[src/rtl/rs_decode_sequencer.sv]
// Sequencing controller for the GF(8) RS(7,3) single-symbol-error decoder:
// Horner syndrome accumulation, error locate/correct, and a held result with backpressure.
//
// state  | meaning
// IDLE   | in_ready high, waiting for a codeword
// SYND   | one symbol per cycle into S1 = r(a), S2 = r(a^2), k = 0..6
// LOCATE | derive location/value from S1, S2 and register the result
// OUT    | result held with out_valid until out_ready
module rs_decode_sequencer #(
    parameter int CNT_W = 8
) (
    input  logic             clk,
    input  logic             reset,
    input  logic             clear,
    input  logic             in_valid,
    output logic             in_ready,
    input  logic [20:0]      in_codeword,
    output logic             out_valid,
    input  logic             out_ready,
    output logic [20:0]      out_corrected,
    output logic [8:0]       out_decoded,
    output logic [1:0]       out_status,
    output logic [2:0]       out_err_pos,
    output logic [CNT_W-1:0] corr_count,
    output logic             busy
);

    typedef enum logic [1:0] {
        ST_IDLE,
        ST_SYND,
        ST_LOCATE,
        ST_OUT
    } state_t;

    localparam logic [1:0] STAT_NONE    = 2'b00;
    localparam logic [1:0] STAT_CORR    = 2'b01;
    localparam logic [1:0] STAT_UNCORR  = 2'b10;

    state_t      state;
    state_t      state_nxt;
    logic [20:0] cw_reg;
    logic [2:0]  s1;
    logic [2:0]  s2;
    logic [2:0]  k_cnt;
    logic [2:0]  sym;
    logic [2:0]  s1_nxt;
    logic [2:0]  s2_nxt;
    logic [2:0]  x_val;
    logic [2:0]  y_val;
    logic [2:0]  j_pos;
    logic [20:0] err_mask;
    logic [1:0]  loc_status;
    logic [2:0]  loc_pos;
    logic [20:0] loc_corr;

    function automatic logic [2:0] gf_exp(input logic [2:0] e);
        logic [2:0] r;
        case (e)
            3'd0:    r = 3'b001;
            3'd1:    r = 3'b010;
            3'd2:    r = 3'b100;
            3'd3:    r = 3'b011;
            3'd4:    r = 3'b110;
            3'd5:    r = 3'b111;
            3'd6:    r = 3'b101;
            default: r = 3'b001;
        endcase
        return r;
    endfunction

    // Log of zero is undefined; callers screen zero operands before use.
    function automatic logic [2:0] gf_log(input logic [2:0] a);
        logic [2:0] r;
        case (a)
            3'b001:  r = 3'd0;
            3'b010:  r = 3'd1;
            3'b100:  r = 3'd2;
            3'b011:  r = 3'd3;
            3'b110:  r = 3'd4;
            3'b111:  r = 3'd5;
            3'b101:  r = 3'd6;
            default: r = 3'd0;
        endcase
        return r;
    endfunction

    function automatic logic [2:0] gf_mul(input logic [2:0] a, input logic [2:0] b);
        logic [3:0] e;
        if (a == 3'b000 || b == 3'b000) begin
            return 3'b000;
        end
        e = {1'b0, gf_log(a)} + {1'b0, gf_log(b)};
        if (e >= 4'd7) begin
            e = e - 4'd7;
        end
        return gf_exp(e[2:0]);
    endfunction

    function automatic logic [2:0] gf_div(input logic [2:0] a, input logic [2:0] b);
        logic [3:0] e;
        if (a == 3'b000 || b == 3'b000) begin
            return 3'b000;
        end
        e = {1'b0, gf_log(a)} + 4'd7 - {1'b0, gf_log(b)};
        if (e >= 4'd7) begin
            e = e - 4'd7;
        end
        return gf_exp(e[2:0]);
    endfunction

    always_ff @(posedge clk or negedge reset) begin
        if (!reset) begin
            state <= ST_IDLE;
        end else begin
            state <= state_nxt;
        end
    end

    always_comb begin
        state_nxt = state;
        case (state)
            ST_IDLE:   if (in_valid) state_nxt = ST_SYND;
            ST_SYND:   if (k_cnt == 3'd6) state_nxt = ST_LOCATE;
            ST_LOCATE: state_nxt = ST_OUT;
            ST_OUT:    if (out_ready) state_nxt = ST_IDLE;
            default:   state_nxt = ST_IDLE;
        endcase
        if (clear) begin
            state_nxt = ST_IDLE;
        end
    end

    // Highest-degree symbol first so Horner's rule ends on r0.
    always_comb begin
        sym = 3'b000;
        case (k_cnt)
            3'd0:    sym = cw_reg[20:18];
            3'd1:    sym = cw_reg[17:15];
            3'd2:    sym = cw_reg[14:12];
            3'd3:    sym = cw_reg[11:9];
            3'd4:    sym = cw_reg[8:6];
            3'd5:    sym = cw_reg[5:3];
            3'd6:    sym = cw_reg[2:0];
            default: sym = 3'b000;
        endcase
        s1_nxt = gf_mul(s1, 3'b010) ^ sym;
        s2_nxt = gf_mul(s2, 3'b100) ^ sym;
    end

    // Single error e at position j gives S1 = e*a^j, S2 = e*a^2j.
    always_comb begin
        x_val    = gf_div(s2, s1);
        j_pos    = gf_log(x_val);
        y_val    = gf_div(gf_mul(s1, s1), s2);
        err_mask = '0;
        for (int i = 0; i < 7; i++) begin
            if (j_pos == 3'(i)) begin
                err_mask[3*i +: 3] = y_val;
            end
        end
        loc_status = STAT_NONE;
        loc_pos    = 3'd0;
        loc_corr   = cw_reg;
        if (s1 != 3'b000 && s2 != 3'b000) begin
            loc_status = STAT_CORR;
            loc_pos    = j_pos;
            loc_corr   = cw_reg ^ err_mask;
        end else if (s1 != 3'b000 || s2 != 3'b000) begin
            loc_status = STAT_UNCORR;
        end
    end

    always_ff @(posedge clk or negedge reset) begin
        if (!reset) begin
            cw_reg        <= '0;
            s1            <= '0;
            s2            <= '0;
            k_cnt         <= '0;
            out_corrected <= '0;
            out_status    <= '0;
            out_err_pos   <= '0;
        end else if (!clear) begin
            case (state)
                ST_IDLE: begin
                    if (in_valid) begin
                        cw_reg <= in_codeword;
                        s1     <= '0;
                        s2     <= '0;
                        k_cnt  <= '0;
                    end
                end
                ST_SYND: begin
                    s1 <= s1_nxt;
                    s2 <= s2_nxt;
                    if (k_cnt != 3'd6) begin
                        k_cnt <= k_cnt + 3'd1;
                    end
                end
                ST_LOCATE: begin
                    out_corrected <= loc_corr;
                    out_status    <= loc_status;
                    out_err_pos   <= loc_pos;
                end
                default: ;
            endcase
        end
    end

    always_ff @(posedge clk or negedge reset) begin
        if (!reset) begin
            corr_count <= '0;
        end else if (!clear && state == ST_OUT && out_ready && out_status == STAT_CORR
                     && corr_count != {CNT_W{1'b1}}) begin
            corr_count <= corr_count + CNT_W'(1);
        end
    end

    assign in_ready    = (state == ST_IDLE);
    assign busy        = (state != ST_IDLE);
    assign out_valid   = (state == ST_OUT);
    assign out_decoded = out_corrected[20:12];

endmodule

[config.mk]
export PLATFORM = sky130hd
export DESIGN_NAME = rs_decode_sequencer
export DESIGN_NICKNAME = d
export VERILOG_FILES = /design/src/rtl/rs_decode_sequencer.sv
export SDC_FILE = /design/constraint.sdc
export NUM_CORES = 1
export LEC_CHECK = 0
export CAP_MARGIN = 20
export CORE_MARGIN = 4
export CORE_UTILIZATION = 57
export DETAILED_ROUTE_END_ITERATION = 16
export PLACE_DENSITY = 0.85
export SLEW_MARGIN = 10
export SYNTH_ARGS = -nofsm -noshare
export SYNTH_HDL_FRONTEND = slang
export SYNTH_SLANG_ARGS = --single-unit
[constraint.sdc]
create_clock -name clk -period 9.8 [get_ports clk]
set_clock_uncertainty 0.15 [all_clocks]
set_input_delay 2.94 -clock clk [delete_from_list [all_inputs] [get_ports clk]]
set_output_delay 2.94 -clock clk [all_outputs]
set_load 0.1 [all_outputs]
======== Word level (Yosys, flattened, before mapping) ========
Index checks and enable logic that the tools add are counted.
cells by class
  add/sub/neg operators ................... 14
  multipliers ............................. 0
  div/mod/pow operators ................... 0
  order comparisons ....................... 5
  eq/ne operators ......................... 77
  shift operators ......................... 0
  multiplexer cells ....................... 62
  bitwise logic cells ..................... 4
  reduce and logical (&&, ||, !) cells .... 24
operators by type and width
  operator                                                           count
  one-hot mux 3 bit (6 select lines)                                 9
  equality test 3 bit, second input constant                         37
  2-to-1 mux 3 bit                                                   37
  equality test 3 x 2 -> 1 bit, second input constant                22
  equality test 3 x 1 -> 1 bit, second input constant                7
  2-to-1 mux 21 bit                                                  1
  one-hot mux 3 bit (7 select lines)                                 1
  bitwise XOR 21 bit                                                 1
  greater-or-equal comparator 4 x 3 -> 1 bit, second input constant  5
  one-hot mux 3 bit (2 select lines)                                 3
  logical NOT 3 bit                                                  5
  subtractor 3 bit, second input constant                            5
  adder 3 x 3 -> 4 bit                                               3
  2-to-1 mux 2 bit                                                   6
  inequality test 3 bit, second input constant                       3
  AND reduction 3 bit                                                3
  adder 3 x 3 -> 4 bit, second input constant                        2
  adder 8 x 1 -> 8 bit, second input constant                        1
  inequality test 8 bit, second input constant                       1
  one-hot mux 2 bit (4 select lines)                                 1
  subtractor 4 x 3 -> 4 bit                                          2
  nonzero test 3 bit                                                 2
  bitwise XOR 3 bit                                                  2
  logical AND 1 bit                                                  5
  13 further kinds                                                   22
storage, ports and cells
  bits in registers ....................... 66
  bits in latches ......................... 0
  RAM bits ................................ 0
  bits in read-only memories .............. 0
  bits of input ports ..................... 26
  word-level logic and storage cells ...... 195
  memories ................................ 0

======== Depth between registers and ports, before layout ========
  depth after elaboration ................. 25
  gate-level depth with buffers ........... 18
  mapped depth without buffers ............ 17

======== Worst setup path after synthesis ========
OpenSTA, ideal clock, no wires.
  path kind ............................... reg2out
  start ................................... register state[0]
  end ..................................... output port busy
  data arrival time ....................... 2.050 ns
  path slack .............................. 4.660 ns
  stages on the path, launching flop included .. 4
  buffers on the path ..................... 0
  cell sequence ........................... dfrtp_1 -> inv_1 -> ha_1 -> inv_1
between the ends
  cells in the longest elaborated chain, start to end .. 1
RTL lines
  item                    RTL line  source
  from (decl)             39        state_t state;
  from (signal assigned)  115       state <= state_nxt;
  nonzero test 2 bit      219       assign busy = (state != ST_IDLE);
  to (decl)               25        output logic busy
Every way passes these cells.

======== Worst setup path in the final report ========
Ends and elaborated chain as after synthesis.

==> results.sh <==
export IMPL_status="completed"
export IMPL_drive_gt1_frac=0.09691
export IMPL_avgViaCountPerCell=5.948
export IMPL_clkTransAtPathRegs_ns=0.08
export IMPL_grt_max_degree=67
export IMPL_grt_pass1_vias=3241
export IMPL_crit_start="state[0]"
export IMPL_yosys_top_cells_area="dfrtp_1 41%, ha_1 7.7%, mux2_2 6.1%"
export IMPL_clk_path_buf_depth=2
export IMPL_firstDrtPassIters=7
export IMPL_fill_cells=523
export IMPL_stdcell_count=581
export IMPL_cpLargestDelayFamily="buffers and inverters"
export IMPL_wl_per_cell_um=16.28
export IMPL_syn2layout_area_growth_pct=22.68
export IMPL_portBuffers=71
export IMPL_hold_depth=2
export IMPL_antennaDiodeCount=0
export IMPL_min_period_over_period=0.5538
export IMPL_worstReg2RegEnd="out_corrected[0]"
export IMPL_cts_root_buf="clkbuf_8"
export IMPL_avgSynthCellArea_um2=9.667
export IMPL_cts_repair_resized=0
export IMPL_hold_viol_final=0
export IMPL_fin_hold_ws_ns=0.3332
export IMPL_ys_seq_elements=66
export IMPL_reg2reg_slack_ns=5.11
export IMPL_cp_slowest_cell="clkdlybuf4s50_1"
export IMPL_die_w_um=92.40
export IMPL_synthArstFlopShare=1.000
export IMPL_drtAntennaViolNets=0
export IMPL_slew_limit_headroom=0.3182
export IMPL_synthCells=420
export IMPL_synth_area_um2=4060
export IMPL_startpoint_type="flop"
export IMPL_period_minus_slack_ns=5.427
export IMPL_synth_distinct_cells=54
export IMPL_cts_max_level=3
export IMPL_start_util=0.5911
export IMPL_drt_total_wl_mm=9.459
export IMPL_cp_arrival_ns=2.34
export IMPL_slowest_delay_ns=1.13
export IMPL_final_common_cell="clkdlybuf4s50_1"
export IMPL_dieArea_um2=8538
export IMPL_path_cells="inv_1, ha_1, inv_1, clkdlybuf4s50_1"
export IMPL_grt_ovfl_total=0
export IMPL_place_congestion=0.8619
export IMPL_path_common_cell="inv_1"
export IMPL_crit_required_ns=6.71
export IMPL_synthesis_nets=473
export IMPL_grt_pass1_wl_mm=15.57
export IMPL_yosysWarnings=0
export IMPL_rr_startpoint="s1[2]"
export IMPL_synth_largest_area_cell="dfrtp_1"
export IMPL_r2r_worst_path_cells=15
export IMPL_fin_nets=533
export IMPL_synth_ff_type="dfrtp_1"
export IMPL_synth_edff_count=0
export IMPL_grtUsageTotal=0.2289
export IMPL_cp_max_fo=4
export IMPL_hpwl_mm=7.019
export IMPL_min_from="out_err_pos[0]"
export IMPL_yosysTopAreaCellShare=0.4068
export IMPL_cts_made_buffers=9
export IMPL_drt_initial_drc_count=256
export IMPL_critPathKind="flop to primary output"
export IMPL_dr_total_vias=3456
export IMPL_cts_tree="built"
export IMPL_clock_latency_ns=0.34
export IMPL_final_cell_mix="70 x clkdlybuf4s50_1, 66 x dfrtp_1, 34 x nor2_1"
export IMPL_postCtsHoldBufs=0
export IMPL_final_setup_tns_ns=0
export IMPL_coreArea_um2=6869
export IMPL_ios=72
export IMPL_path_buf_inv=3
export IMPL_placed_cells=565
export IMPL_hold_end="out_err_pos[0]"
export IMPL_cts_setup_buffers=0
export IMPL_rows=30
export IMPL_hold_path_class="flop to flop"
export IMPL_yosysSeqAreaShare=0.4068
export IMPL_die_y_um=92.40
export IMPL_worst_pin_slew_ns=1.020
export IMPL_cp_end_kind="primary output"
export IMPL_rsz0062_at_grt="false"
export IMPL_setup_violations=0
export IMPL_cap_viol_max_count=0
export IMPL_slew_violations=0
export IMPL_drc=0
export IMPL_max_freq_mhz=184.3
export IMPL_clock_sinks=66
export IMPL_antenna_found_initial=0
## worst max path at each step
stage | cells after the start | end | slack [ns]
2_1_floorplan | 3 | busy | 4.66
3_3_place_gp | 3 | cw_reg[7] | 4.71
3_5_place_dp | 3 | cw_reg[16] | 4.66
4_1_cts | 4 | busy | 4.37
5_1_grt | 4 | busy | 4.27
6_report | 4 | busy | 4.37
## metal layers
| metal | share of wire | up-vias | routed length (um) | track usage |
|---|---|---|---|---|
| met5 | 0 | - | 0 | 0 |
| met4 | 0.023 | 0 | 215 | 0.06064 |
| met3 | 0.058 | 24 | 551 | 0.05199 |
| met2 | 0.52 | 115 | 4872 | 0.4115 |
| met1 | 0.40 | 1659 | 3819 | 0.2749 |
| li1 | - | 1658 | - | - |
## cell type report
class,instances,area (um^2),share of cell area
clock inverters,6,65.06,0.01306
inverters,28,105.1,0.02110
repair buffers,73,720.7,0.1447
well taps,96,120.1,0.02411
flip-flops and latches,66,1652,0.3316
multi-input cells,302,2181,0.4378
clock buffers,10,137.6,0.02763
## stage by stage
step	worst slack (ns)	area [um^2]	util
finish	4.373	4981	0.7251
global route	4.272	4981	0.7251
CTS	4.372	4981	0.7251
detailed placement	4.662	4778	0.6956
global placement	4.715	4778	0.6956
floorplan	4.660	4060	-
## Yosys cell counts (2+ instances only)
master,count
nor3b_1,2
nand4_1,3
fa_1,2
nor3_1,2
ha_1,25
nor2_1,34
and2_1,3
nand2b_1,3
a31oi_1,22
xor2_1,5
nor2b_1,2
buf_4,9
a222oi_1,6
o31ai_1,3
nand3_1,9
o2111ai_1,2
a221oi_1,2
a21o_1,6
nand2_1,27
inv_1,28
o21ai_0,29
nand3b_1,3
or4_1,4
o211a_1,2
a211oi_1,3
or3_1,22
xnor2_1,13
mux2i_1,3
o22ai_1,5
dfrtp_1,66
or2_2,2
a21oi_1,14
mux2_2,22
a211o_1,2
a221o_1,4
clkbuf_1,13
## worst min-delay path, cell delays in order, from the launching register on
cell and delay, ns:
dfrtp_1 0.36, nand2_1 0.05, nand2_1 0.05
## logic make-up after synthesis
logic type      share of synthesized area
compound gates                     0.1871
xor+xnor                          0.04468
simple gates                       0.1495
buf+inv                           0.05670
flops                              0.4068
fa+ha+maj                         0.08690
mux                               0.06841
Power is not shown: default switching activity piles up to over one toggle a cycle in this logic, so the estimate is an artifact.
